<file path="config.mk">
export PLATFORM = sky130hd
export DESIGN_NAME = multi_port_fifo
export DESIGN_NICKNAME = d
export VERILOG_FILES = /design/src/rtl/multi_port_fifo_pkg.sv /design/src/rtl/multi_port_fifo_prefix_count.sv /design/src/rtl/multi_port_fifo.sv
export SDC_FILE = /design/constraint.sdc
export NUM_CORES = 1
export LEC_CHECK = 0
export ABC_CLOCK_PERIOD_IN_PS = 7000
export CORE_MARGIN = 3
export CORE_UTILIZATION = 25
export CTS_CLUSTER_SIZE = 40
export DETAILED_ROUTE_END_ITERATION = 10
export HOLD_SLACK_MARGIN = 0.02
export PLACE_DENSITY = 0.46
export SYNTH_ARGS = -nofsm -noshare
export SYNTH_HDL_FRONTEND = slang
export SYNTH_HIERARCHICAL = 1
export SYNTH_SLANG_ARGS = --single-unit
</file>
<file path="constraint.sdc">
create_clock -name clk -period 7 [get_ports clk]
set_input_delay 1.4 -clock clk [delete_from_list [all_inputs] [get_ports clk]]
set_output_delay 1.4 -clock clk [all_outputs]
set_load 0.1 [all_outputs]
</file>
<file path="src/rtl/multi_port_fifo_pkg.sv">
// Shared types and helpers for the multi-lane circular FIFO.
// Typedefs reflect the default configuration; the top re-derives widths from its parameters.
package fifo_pkg;

    localparam int unsigned ENTRY_WIDTH_DEF = 32;
    localparam int unsigned N_ENTRIES_DEF   = 8;
    localparam int unsigned PTR_WIDTH_DEF   = $clog2(N_ENTRIES_DEF);
    localparam int unsigned CTR_WIDTH_DEF   = PTR_WIDTH_DEF + 1;
    localparam int unsigned LANES_MAX       = 32;

    typedef logic [ENTRY_WIDTH_DEF-1:0] entry_t;
    typedef logic [PTR_WIDTH_DEF-1:0]   ptr_t;
    typedef logic [CTR_WIDTH_DEF-1:0]   ctr_t;

    // Number of consecutive ones starting at bit 0, looking only at the low n bits.
    function automatic int unsigned leading_ones(input logic [LANES_MAX-1:0] v,
                                                 input int unsigned n);
        int unsigned cnt;
        logic        stop;
        cnt  = 0;
        stop = 1'b0;
        for (int unsigned i = 0; i < LANES_MAX; i++) begin
            if (i < n && !stop) begin
                if (v[i]) cnt++;
                else      stop = 1'b1;
            end
        end
        return cnt;
    endfunction

endpackage

</file>
<file path="src/rtl/multi_port_fifo_prefix_count.sv">
// Leading-ones counter: how many lanes, from lane 0 upward, are contiguously set.
module prefix_count
    import fifo_pkg::*;
#(
    parameter  int unsigned WIDTH     = 2,
    localparam int unsigned CNT_WIDTH = $clog2(WIDTH + 1)
) (
    input  logic [WIDTH-1:0]     vec_i,
    output logic [CNT_WIDTH-1:0] cnt_o
);

    logic [LANES_MAX-1:0] vec_ext;

    always_comb begin
        vec_ext              = '0;
        vec_ext[WIDTH-1:0]   = vec_i;
        cnt_o                = CNT_WIDTH'(leading_ones(vec_ext, WIDTH));
    end

endmodule

</file>
<file path="src/rtl/multi_port_fifo.sv">
// Multi-lane in-order circular FIFO: up to N_ENQ pushes and N_DEQ pops per cycle.
// All outputs derive from registered state only; internal state is exported for debug.
module multi_port_fifo
    import fifo_pkg::*;
#(
    parameter  int unsigned N_ENTRIES   = 8,
    parameter  int unsigned ENTRY_WIDTH = 32,
    parameter  int unsigned N_ENQ       = 2,
    parameter  int unsigned N_DEQ       = 2,
    localparam int unsigned PTR_WIDTH   = $clog2(N_ENTRIES),
    localparam int unsigned CTR_WIDTH   = PTR_WIDTH + 1
) (
    input  logic                                    clk,
    input  logic                                    rst,
    input  logic                                    flush,
    input  logic [N_ENQ-1:0]                        enq_valid,
    input  logic [N_ENQ-1:0][ENTRY_WIDTH-1:0]       enq_data,
    output logic [N_ENQ-1:0]                        enq_ready,
    input  logic [N_DEQ-1:0]                        deq_ready,
    output logic [N_DEQ-1:0]                        deq_valid,
    output logic [N_DEQ-1:0][ENTRY_WIDTH-1:0]       deq_data,
    output logic [CTR_WIDTH-1:0]                    count,
    output logic [N_ENTRIES-1:0][ENTRY_WIDTH-1:0]   current_entry_reg_state,
    output logic [CTR_WIDTH-1:0]                    current_enq_up_counter_state,
    output logic [CTR_WIDTH-1:0]                    current_deq_up_counter_state
);

    localparam int unsigned NE_WIDTH = $clog2(N_ENQ + 1);
    localparam int unsigned ND_WIDTH = $clog2(N_DEQ + 1);

    logic [N_ENTRIES-1:0][ENTRY_WIDTH-1:0] mem_q, mem_d;
    logic [CTR_WIDTH-1:0]                  enq_ctr_q, enq_ctr_d;
    logic [CTR_WIDTH-1:0]                  deq_ctr_q, deq_ctr_d;

    logic [CTR_WIDTH-1:0] free;
    logic [NE_WIDTH-1:0]  n_enq;
    logic [ND_WIDTH-1:0]  n_deq;
    logic [PTR_WIDTH-1:0] rd_ptr;
    logic [PTR_WIDTH-1:0] wr_ptr;

    // Occupancy comes from the counters' difference; the extra wrap bit separates full from empty.
    always_comb begin
        count = enq_ctr_q - deq_ctr_q;
        free  = CTR_WIDTH'(N_ENTRIES) - count;
    end

    always_comb begin
        enq_ready = '0;
        for (int unsigned k = 0; k < N_ENQ; k++) begin
            enq_ready[k] = 32'(free) > k;
        end
    end

    always_comb begin
        deq_valid = '0;
        deq_data  = '0;
        rd_ptr    = '0;
        for (int unsigned k = 0; k < N_DEQ; k++) begin
            rd_ptr       = deq_ctr_q[PTR_WIDTH-1:0] + PTR_WIDTH'(k);
            deq_valid[k] = 32'(count) > k;
            deq_data[k]  = mem_q[rd_ptr];
        end
    end

    prefix_count #(.WIDTH(N_ENQ)) u_enq_count (
        .vec_i (enq_valid & enq_ready),
        .cnt_o (n_enq)
    );

    prefix_count #(.WIDTH(N_DEQ)) u_deq_count (
        .vec_i (deq_valid & deq_ready),
        .cnt_o (n_deq)
    );

    // Flush rewinds both counters but leaves stored data in place and drops this cycle's writes.
    always_comb begin
        mem_d     = mem_q;
        enq_ctr_d = enq_ctr_q + CTR_WIDTH'(n_enq);
        deq_ctr_d = deq_ctr_q + CTR_WIDTH'(n_deq);
        wr_ptr    = '0;
        if (flush) begin
            enq_ctr_d = '0;
            deq_ctr_d = '0;
        end else begin
            for (int unsigned k = 0; k < N_ENQ; k++) begin
                wr_ptr = enq_ctr_q[PTR_WIDTH-1:0] + PTR_WIDTH'(k);
                if (k < 32'(n_enq)) mem_d[wr_ptr] = enq_data[k];
            end
        end
    end

    always_ff @(posedge clk) begin
        if (rst) begin
            mem_q     <= '0;
            enq_ctr_q <= '0;
            deq_ctr_q <= '0;
        end else begin
            mem_q     <= mem_d;
            enq_ctr_q <= enq_ctr_d;
            deq_ctr_q <= deq_ctr_d;
        end
    end

    assign current_entry_reg_state      = mem_q;
    assign current_enq_up_counter_state = enq_ctr_q;
    assign current_deq_up_counter_state = deq_ctr_q;

endmodule
</file>
==> qor.csv <==
stage,metric,value,unit
power,peakVddDrop,134,uV
cts,cts_hold_buffers,0,
worst_setup_path,critPathMaxFanout,27,
worst_setup_path,critPathTopFamily,buffers and inverters,
logic_synthesis,ys_seq_area_share,31.5,%
logic_synthesis,synth_area,16800,um^2
logic_synthesis,yosys_warnings,6,
cells_and_area,drive_gt1_share,29.0,%
cells_and_area,layoutNonFillerInstCount,2813,
logic_synthesis,synth_area_leader_cell,dfxtp_1,
logic_synthesis,ys_types,37,
worst_hold_path,hold_class,flop to flop,
worst_setup_path,critPathKind,flop to output port,
sta,clock-skew-final,26.9,ps
worst_setup_path,worstPathArrival,4380,ps
placed_design,placed_area,21600,um^2
global_routing,track_usage,21.8,%
cts,post_cts_buffers,0,
cts,tritoncts,done,
cts,clock_path_buffers,3,
sta,period_share,82.6,%
logic_synthesis,synth_most_common_cell,inv_1,
detailed_routing,drtAntennaViolNets,0,
logic_synthesis,postSynthRegisterBits,264,
logic_synthesis,synth-edff-count,0,
worst_setup_path,required,5600,ps
global_routing,grt_pass1_wl,116000,um
placed_design,place_congestion,0.780,
cts,cts_resized,0,
sta,fin_tns_setup,0,ps
floorplan,ioPinCount,407,
cells_and_area,finish.utilization,34.4,%
logic_synthesis,synth_common_cells,"268 x inv_1, 264 x dfxtp_1, 256 x a221oi_1",
worst_setup_path,critPathCaptureType,output port,
worst_setup_path,cp_slowest_cell,clkdlybuf4s50_1,
cells_and_area,fin_nets,2008,
floorplan,die-height,265,um
placed_design,dp.cells,2751,
detailed_routing,drc,0,
sta,relSlewSlack,21.8,%
cts,clock_sinks,264,
detailed_routing,drt_iter0_drc,1572,
floorplan,core,66100,um^2
sta,tightest_slew,1170,ps
logic_synthesis,synth-async-reset-ratio,0,%
detailed_routing,firstDrtPassIters,5,
floorplan,die_w,265,um
detailed_routing,viasPerCell,5.84,
cts,clock_latency,550,ps
sta,setup_viol,0,
global_routing,grt_max_degree,127,
global_routing,overflow,0,
flow_run,maxCapViolCount,0,
floorplan,num_rows,94,
sta,rsz0062_at_grt,false,
worst_setup_path,slowest_delay,1130,ps
logic_synthesis,synth_area_per_cell,10.2,um^2
cells_and_area,areaGrowthSynthToFinish,35.6,%
power,leakagePower,7.29,nW
logic_synthesis,netlist_instances,1652,
worst_setup_path,crit_top_cell,nand2_1,
global_routing,grt_pass1_vias,16200,
placed_design,port_buffers,406,
worst_setup_path,critPathBufInv,3,
detailed_routing,vias,16400,
logic_synthesis,netlist.area_leader.share,31.5,%
cts,root_buffer,clkbuf_16,
floorplan,die_area,70200,um^2
cells_and_area,finalInstanceArea,22700,um^2
sta,hold_viol_final,0,
cts,cts_made_buffers,36,
global_routing,antenna_found_initial,3,
detailed_routing,wl_per_cell,28.6,um
cts,cts_htree_levels,2,
cts,clk_pin_slew,60,ps
logic_synthesis,synth_flop_cell,dfxtp_1,
worst_setup_path,crit_path_cell_trace,inv_2 > ha_1 > a21oi_1 > nand2_1 > xor2_1 > inv_1 > nand2_1 > clkdlybuf4s50_1,
power,p_total,5.39,mW
placed_design,dpl.hpwl,51200,um
sta,fin_crit,5780,ps
logic_synthesis,synth.area.top_cells,"dfxtp_1 32%, mux4_2 17%, o221a_2 16%",
run_status,status,"finished, final reports clean",
logic_synthesis,synth_fp_nets,1735,
detailed_routing,wirelength,80300,um
sta,clock.fmax,173,MHz
worst_setup_path,worstSetupStartpointType,flop,
power,p_per_area,237,nW/um^2
floorplan,start_util,25.4,%
sta,drv_slew,0,
==> where the power goes <==
part	switching (mW)	total, mW	internal, mW
clock network	0.748	1.82	1.07
registers	0.103	1.66	1.56
logic	1.39	1.91	0.521
total	2.24	5.39	3.15
==> through the flow <==
step           setup WS, ps  hold WS, ps
2_1_floorplan          1420         1020
3_3_place_gp           1810          573
3_5_place_dp           1770          566
4_1_cts                1170          583
5_1_grt                1030          604
6_report               1220          570
==> metal layers <==
| metal | track usage (%) | vias up | wire (um) | share of wire (%) |
|---|---|---|---|---|
| met3 | 4.39 | 123 | 5540 | 6.9 |
| met5 | 0 | - | 0 | 0 |
| met2 | 35.1 | 729 | 37300 | 46 |
| li1 | - | 7113 | - | - |
| met1 | 29.6 | 8462 | 35400 | 44 |
| met4 | 6.44 | 0 | 2100 | 2.6 |
==> layout by cell type (no fill, tap or decap), drive strengths merged <==
master         count
o21bai             1
o31a               1
mux2i              1
o21ai             14
diode              1
dfxtp            264
xor2               7
nor2b              3
and2               2
nor3               3
bufinv             1
nand3b             1
or2               33
clkinv             5
mux4             128
fa                 3
nor2              47
nand2             88
a221oi           256
buf               39
xnor2              3
clkinvlp           1
or3                1
inv              272
nand4              2
and2b              2
clkdlybuf4s50    402
clkbuf            53
mux2              33
o221a            256
nand2b             2
o31ai              2
ha                 9
a21oi              3
a21boi             2
nand3              8
==> cells by family after synthesis <==
kind of cell / Yosys count / synth area share, %
AOI/OAI and AO/OA: 535 / 31.4
xor gates and xnor gates: 10 / 0.522
adders and majority gates: 12 / 1.03
buffers and inverters: 477 / 11.0
DFF: 264 / 31.5
muxes: 162 / 19.5
and+or+nand+nor: 192 / 5.12
==> sequential cells by signal, summed over array words and instances, names as in the netlist <==
signal / flops
current_deq_up_counter_state: 4
current_enq_up_counter_state: 4
current_entry_reg_state: 256
==> cell type report <==
cell class	count	area, um^2
Fill cell	6625	43400
Multi-Input combinational cell	911	9860
Sequential cell	264	5290
Timing Repair Buffer	442	4360
Tap cell	864	1080
Clock buffer	52	1040
Inverter	270	1010
Clock inverter	9	80.1
Antenna cell	1	2.50
==> path summary, 6_finish.rpt <==
path	endpoint	slack, ps	from	cells past startpoint
worst max-delay path	enq_ready[0]	1220	current_deq_up_counter_state[2]$_SDFF_PP0_	8
worst min-delay path	current_deq_up_counter_state[3]$_SDFF_PP0_	570	current_deq_up_counter_state[3]$_SDFF_PP0_	2
worst max register to register	current_entry_reg_state[14]$_SDFFE_PP0N_	1830	current_deq_up_counter_state[2]$_SDFF_PP0_	12
worst min register to register	current_deq_up_counter_state[3]$_SDFF_PP0_	570	current_deq_up_counter_state[3]$_SDFF_PP0_	2
==> tightest hold or removal path, cell delays in order, from the launching register on <==
cell,delay (ps)
dfxtp_1,330
xnor2_1,130
nor2_1,70
No activity file was read; power rests on OpenSTA's default activity.
